`config.mk`:
```
export PLATFORM = sky130hd
export DESIGN_NAME = mem_port_arbiter
export DESIGN_NICKNAME = d
export VERILOG_FILES = /design/src/rtl/mem_port_arbiter.sv
export SDC_FILE = /design/constraint.sdc
export NUM_CORES = 1
export LEC_CHECK = 0
export BUFFER_PORTS_ARGS = -buffer_cell sky130_fd_sc_hd__buf_4
export CORE_AREA = 2 2 108 110
export DETAILED_ROUTE_END_ITERATION = 10
export DIE_AREA = 0 0 110 112
export MAX_ROUTING_LAYER = met4
export SKIP_LAST_GASP = 1
export SYNTH_ARGS = -nofsm -noshare
export SYNTH_HDL_FRONTEND = slang
export SYNTH_SLANG_ARGS = --single-unit
```
`constraint.sdc`:
```
create_clock -name clk -period 2.2 [get_ports clk]
set_input_delay 0.22 -clock clk [delete_from_list [all_inputs] [get_ports clk]]
set_output_delay 0.22 -clock clk [all_outputs]
set_load 0.02 [all_outputs]
```
`src/rtl/mem_port_arbiter.sv`:
```
// rtl/mem_port_arbiter.sv - shares one single-port memory between fetch and load/store
module mem_port_arbiter #(
    parameter int ADDR_W          = 32,
    parameter int DATA_W          = 32,
    parameter int MEM_LATENCY     = 1,
    parameter int MAX_DATA_STREAK = 4
) (
    input  logic                clk,
    input  logic                reset_n,
    input  logic                if_req,
    input  logic [ADDR_W-1:0]   if_addr,
    output logic                if_gnt,
    output logic                if_rvalid,
    output logic [DATA_W-1:0]   if_rdata,
    input  logic                d_req,
    input  logic                d_we,
    input  logic [ADDR_W-1:0]   d_addr,
    input  logic [DATA_W-1:0]   d_wdata,
    input  logic [DATA_W/8-1:0] d_wstrb,
    output logic                d_gnt,
    output logic                d_rvalid,
    output logic [DATA_W-1:0]   d_rdata,
    output logic                mem_en,
    output logic                mem_we,
    output logic [ADDR_W-1:0]   mem_addr,
    output logic [DATA_W-1:0]   mem_wdata,
    output logic [DATA_W/8-1:0] mem_wstrb,
    input  logic [DATA_W-1:0]   mem_rdata,
    output logic                busy
);

    localparam int STRB_W   = DATA_W / 8;
    localparam int STREAK_W = $clog2(MAX_DATA_STREAK + 1);
    localparam logic [2:0]          LAT_INIT   = 3'(MEM_LATENCY);
    localparam logic [STREAK_W-1:0] STREAK_MAX = STREAK_W'(MAX_DATA_STREAK);

    typedef enum logic {IDLE, WAIT} state_t;

    state_t              state;
    logic [2:0]          lat_cnt;
    logic                owner_d;   // 1 = outstanding access belongs to the data port
    logic                we_q;      // outstanding access is a store
    logic [STREAK_W-1:0] streak;

    logic resp_cycle;
    logic can_issue;
    logic data_win;
    logic fetch_win;
    logic issue;

    // Arbitration: data first, fetch forced once data has won MAX contested grants in a row
    always_comb begin
        resp_cycle = (state == WAIT) && (lat_cnt == 3'd1);
        can_issue  = reset_n && ((state == IDLE) || resp_cycle);
        data_win   = can_issue && d_req && (!if_req || (streak != STREAK_MAX));
        fetch_win  = can_issue && if_req && !data_win;
        issue      = data_win || fetch_win;
    end

    // Grant and memory command are driven in the issue cycle from the winner's inputs
    always_comb begin
        if_gnt    = fetch_win;
        d_gnt     = data_win;
        mem_en    = issue;
        mem_we    = 1'b0;
        mem_addr  = '0;
        mem_wdata = '0;
        mem_wstrb = '0;
        if (data_win) begin
            mem_we    = d_we;
            mem_addr  = d_addr;
            mem_wdata = d_we ? d_wdata : '0;
            mem_wstrb = d_we ? d_wstrb : {STRB_W{1'b0}};
        end else if (fetch_win) begin
            mem_addr  = if_addr;
        end
    end

    // Response routing: only the owner sees rvalid/rdata; stores return zero data
    always_comb begin
        if_rvalid = reset_n && resp_cycle && !owner_d;
        d_rvalid  = reset_n && resp_cycle && owner_d;
        if_rdata  = if_rvalid ? mem_rdata : '0;
        d_rdata   = (d_rvalid && !we_q) ? mem_rdata : '0;
        busy      = reset_n && (state == WAIT);
    end

    // Transaction FSM: one access in flight, new issue allowed in the response cycle
    always_ff @(posedge clk or negedge reset_n) begin
        if (!reset_n) begin
            state   <= IDLE;
            lat_cnt <= 3'd0;
            owner_d <= 1'b0;
            we_q    <= 1'b0;
        end else if (issue) begin
            state   <= WAIT;
            lat_cnt <= LAT_INIT;
            owner_d <= data_win;
            we_q    <= data_win && d_we;
        end else if (state == WAIT) begin
            if (lat_cnt == 3'd1) begin
                state <= IDLE;
            end
            lat_cnt <= lat_cnt - 3'd1;
        end
    end

    // Streak counter: counts contested data wins, cleared whenever fetch is served
    always_ff @(posedge clk or negedge reset_n) begin
        if (!reset_n) begin
            streak <= '0;
        end else if (fetch_win) begin
            streak <= '0;
        end else if (data_win && if_req && (streak != STREAK_MAX)) begin
            streak <= streak + STREAK_W'(1);
        end
    end

endmodule

```
==> results by stage <==
Status:
- The flow ran to the end, and the final reports show no timing, DRC or antenna violations.

Clocking:
- The total clock buffers created by CTS is 3.
- The clock network latency to the later pin of the worst-skew pair is approximately 0.23 ns.
- CTS built an H-tree with a depth of 1.
- The root buffer selected by CTS is sky130_fd_sc_hd__clkbuf_16.
- The post-CTS clock slew at the launch and capture registers of the worst setup and hold paths is 0.04 ns.
- The longest clock path from root to sink contains 2 buffers.
- TritonCTS built the clock tree.
- Clock tree synthesis found a total of 9 sinks.

Timing:
- Setup repair after global routing could not meet its margin everywhere.
- In the finished design, the share of the clock period the worst path needs comes to 0.938.
- The post-route minimum period is 2.06 ns.
- The number of max-slew violations in the final report is 0.
- The worst slew margin relative to its limit is 0.707.
- For the final database, setup skew stands at ~0.00062 ns.
- The final count of negative-setup-slack endpoints is 0.
- The fmax is approximately 480 MHz.
- At the pin with the least slew margin, the transition time is 0.438 ns.
- The count of final hold-check violations is 0.

Yosys:
- Sorting the synthesized cells by area gives the leading types as sky130_fd_sc_hd__and2_1 36%, sky130_fd_sc_hd__dfrtp_1 13%, sky130_fd_sc_hd__a21oi_1 9.1%.
- The number of enable flip-flop cells after synthesis is 0.
- Among all flip-flop cells after synthesis, the most frequent one is sky130_fd_sc_hd__dfrtp_1.
- The number of cells produced by synthesis is 277.
- The share of async-settable or async-resettable flops after synthesis is 1.00.
- The portion of the post-synthesis area used by sequential elements is 0.128.
- The net count after synthesis is about 420.
- The total number of yosys warnings is 0.
- The synthesized area per cell is 6.35 um^2.
- Synthesis instantiated 33 different standard cells from the library.
- The share of synthesized area in the top cell type comes to 0.359.
- sky130_fd_sc_hd__and2_1 takes more of the synthesized area than any other cell.
- The mapped netlist covers between 0.0015 and 0.002 mm^2.
- The number of flip-flops and latches in the synthesized netlist is 9.

Place:
- The number of cells after detailed placement is approximately 680.
- The congestion estimate from routability-driven global placement came to a little over 0.8.
- The HPWL after detailed placement is about 8000 um.
- Input and output buffers added on the ports amount to 275.
- The post-placement cell area is slightly below 0.004 mm^2.

GRT:
- The initial antenna violation count is 0.
- Across every metal layer, demand over resource in global routing totals 0.141.
- The first global-routing pass estimated approximately 13000 um of wire.
- Entering global routing, the biggest net connects 38 pins.
- Global routing finished with a remaining overflow of 0.
- The number of global-route vias before repair is approximately 2600.

Hold path:
- The cell count of the worst hold path is 3.
- The beginning of the worst hold path is d_req.
- The min-delay analysis places its worst path in the category input pin to register.
- The worst hold path terminates at streak[2].

Final layout:
- The final-layout fill cell count is roughly 1200.
- The net total in the final layout is roughly 680.
- The number of antenna repair diodes is 0.
- The layout overhead on the synthesized area is 130%.
- The library cell used most frequently in the layout, excluding fill and tap cells, is sky130_fd_sc_hd__buf_4.
- With fillers left out, the area of the finished cells amounts to between 0.004 and 0.005 mm^2.
- Leaving out fill and tap cells, the most frequent cells in the layout are 283 x sky130_fd_sc_hd__buf_4, 101 x sky130_fd_sc_hd__and2_1, 39 x sky130_fd_sc_hd__nand2_1.
- For this run, the number of standard cells in the final layout without fillers is between 600 and 700.
- The total area of sequential cells is about 230 um^2.
- The fraction of final layout cells sized beyond drive strength 1 is 0.550.
- The combined area of the multi-input logic cells is 0.00138 mm^2.

Setup path:
- The highest fanout seen on the critical path is 33.
- STA classifies the critical path endpoint as a primary output.
- Measured in cells, the most critical reg-to-reg path has a length of 6.
- The origin of the critical flop-to-flop path is lat_cnt[0].
- The data arrival time of the critical path is ~1.8 ns.
- The required time at the worst-slack endpoint is 1.98 ns.
- The start-to-end type of the worst setup path is register to primary output.
- The register-to-register path setup slack is between 0.4 and 0.5 ns.
- The startpoint class of the critical path is a register.
- The end of the worst register-to-register path is owner_d.

Pwr:
- For this design the ratio of total power to cell area is about 560 mW/mm^2.
- The peak ir drop on the vdd network is about 0.00023 V.
- The leakage dissipation is between 2 and 2.5 nW.

Route:
- The final antenna-violating net count is 0.
- The routed design has about 9500 um of wire.
- In the routed layout, each cell is associated on average with a via count of approximately 4.2.
- The routed length per placed instance is 13.9 um.
- The remaining design rule violation count is 0.
- For this run, the detailed router's first-pass iteration total came to 4.
- Detailed routing inserted a total of between 2000 and 3000 vias.
- The first routing iteration left about 130 violations.

Floorplan:
- The effective utilization at floorplan is 0.157.
- From left edge to right edge, the die measures between 100 and 150 um.
- The full die area is roughly 0.012 mm^2.
- The y dimension of the die is 112 um.
- The floorplan has 39 rows.
- The floorplan step defined a core boundary enclosing roughly 0.011 mm^2.
- ~280 I/O pins were placed.

Flow run:
- The number of max-cap violations is 0.
-- per-layer routing --
layer  track usage  routed length [um]  part of all wire  up-vias
li1              -                   -                 -     1417
met1         0.151                3460              0.36     1279
met2         0.271                5060              0.53      165
met3        0.0176                 948              0.10        2
met4        0.0278                  55            0.0058        0
met5             -                   0                 0        -
-- cells in the mapped netlist (all sizes together), types with 2 or more instances --
cell,n
dfrtp,9
nor3b,2
buf,17
and2,102
clkbuf,8
a21oi,32
o21ai,4
nor3,2
nor2,4
nand2,40
inv,7
nand3,33
nand2b,2
ha,4
a21o,3
-- sequential cells by signal, indices dropped and copies added, names as in the netlist --
name and count:
we_q 1, streak 3, lat_cnt 3, owner_d 1, state 1
-- final cells by class --
cell class	instances	area share
clock buffers	4	0.0195
inverters	7	0.00650
multi-input cells	237	0.341
flip-flops and latches	9	0.0557
well taps	143	0.0442
repair buffers	285	0.533
-- critical path, stage by stage (launching register included) --
cell and delay (ns):
sky130_fd_sc_hd__dfrtp_1 0.41, sky130_fd_sc_hd__ha_1 0.23, sky130_fd_sc_hd__nor2b_4 0.15, sky130_fd_sc_hd__o21ai_4 0.16
sky130_fd_sc_hd__buf_4 0.35, sky130_fd_sc_hd__nor2_1 0.12, sky130_fd_sc_hd__buf_4 0.18
-- metrics by stage --
| stage | utilization | total power, mW | hold slack, ns | setup WS, ns | setup TNS (ns) |
|---|---|---|---|---|---|
| 4_1_cts | 0.360 | 2.26 | 0.273 | -0.0167 | -0.0643 |
| 3_3_place_gp | 0.352 | 1.90 | 0.0707 | 0.277 | 0 |
| 5_1_grt | 0.362 | 2.42 | 0.279 | -0.0179 | -0.0179 |
| 2_1_floorplan | - | 1.21 | -0.0756 | 0.435 | 0 |
| 3_5_place_dp | 0.352 | 1.92 | 0.0739 | 0.237 | 0 |
| 6_report | 0.362 | 2.26 | 0.271 | 0.137 | 0 |
-- worst max path at each step --
stage	slack, ns	cells past startpoint	end	start
after floorplan	0.43	7	d_rdata[10]	lat_cnt[1]
after global placement	0.28	7	d_rdata[25]	lat_cnt[1]
after detailed placement	0.24	7	d_rdata[9]	lat_cnt[1]
after CTS	-0.02	7	d_rdata[9]	lat_cnt[1]
after global routing	-0.02	8	mem_addr[15]	streak[0]
final	0.14	6	d_gnt	lat_cnt[0]
-- cell families after synthesis --
group | synth area share
and+or+nand+nor | 0.601
adders and majority gates | 0.0285
buffers and inverters | 0.0982
DFF | 0.128
AOI/OAI and AO/OA | 0.135
xor gates and xnor gates | 0.00997
-- where the power goes --
part           leakage (nW)  switching (mW)  internal [mW]
Clock                0.0382          0.0776          0.242
Sequential            0.111          0.0849          0.240
Combinational          2.07           0.871          0.743
Total                  2.22            1.03           1.23
-- timing repair --
action	in CTS	in global routing
endpoints found under the hold margin	9	0
resized for setup	0	4
hold buffers	1	0
buffers inserted	0	0
cloned	0	1
endpoints found under the setup margin	11	68
Note: power is estimated with default switching activity, not from simulation.
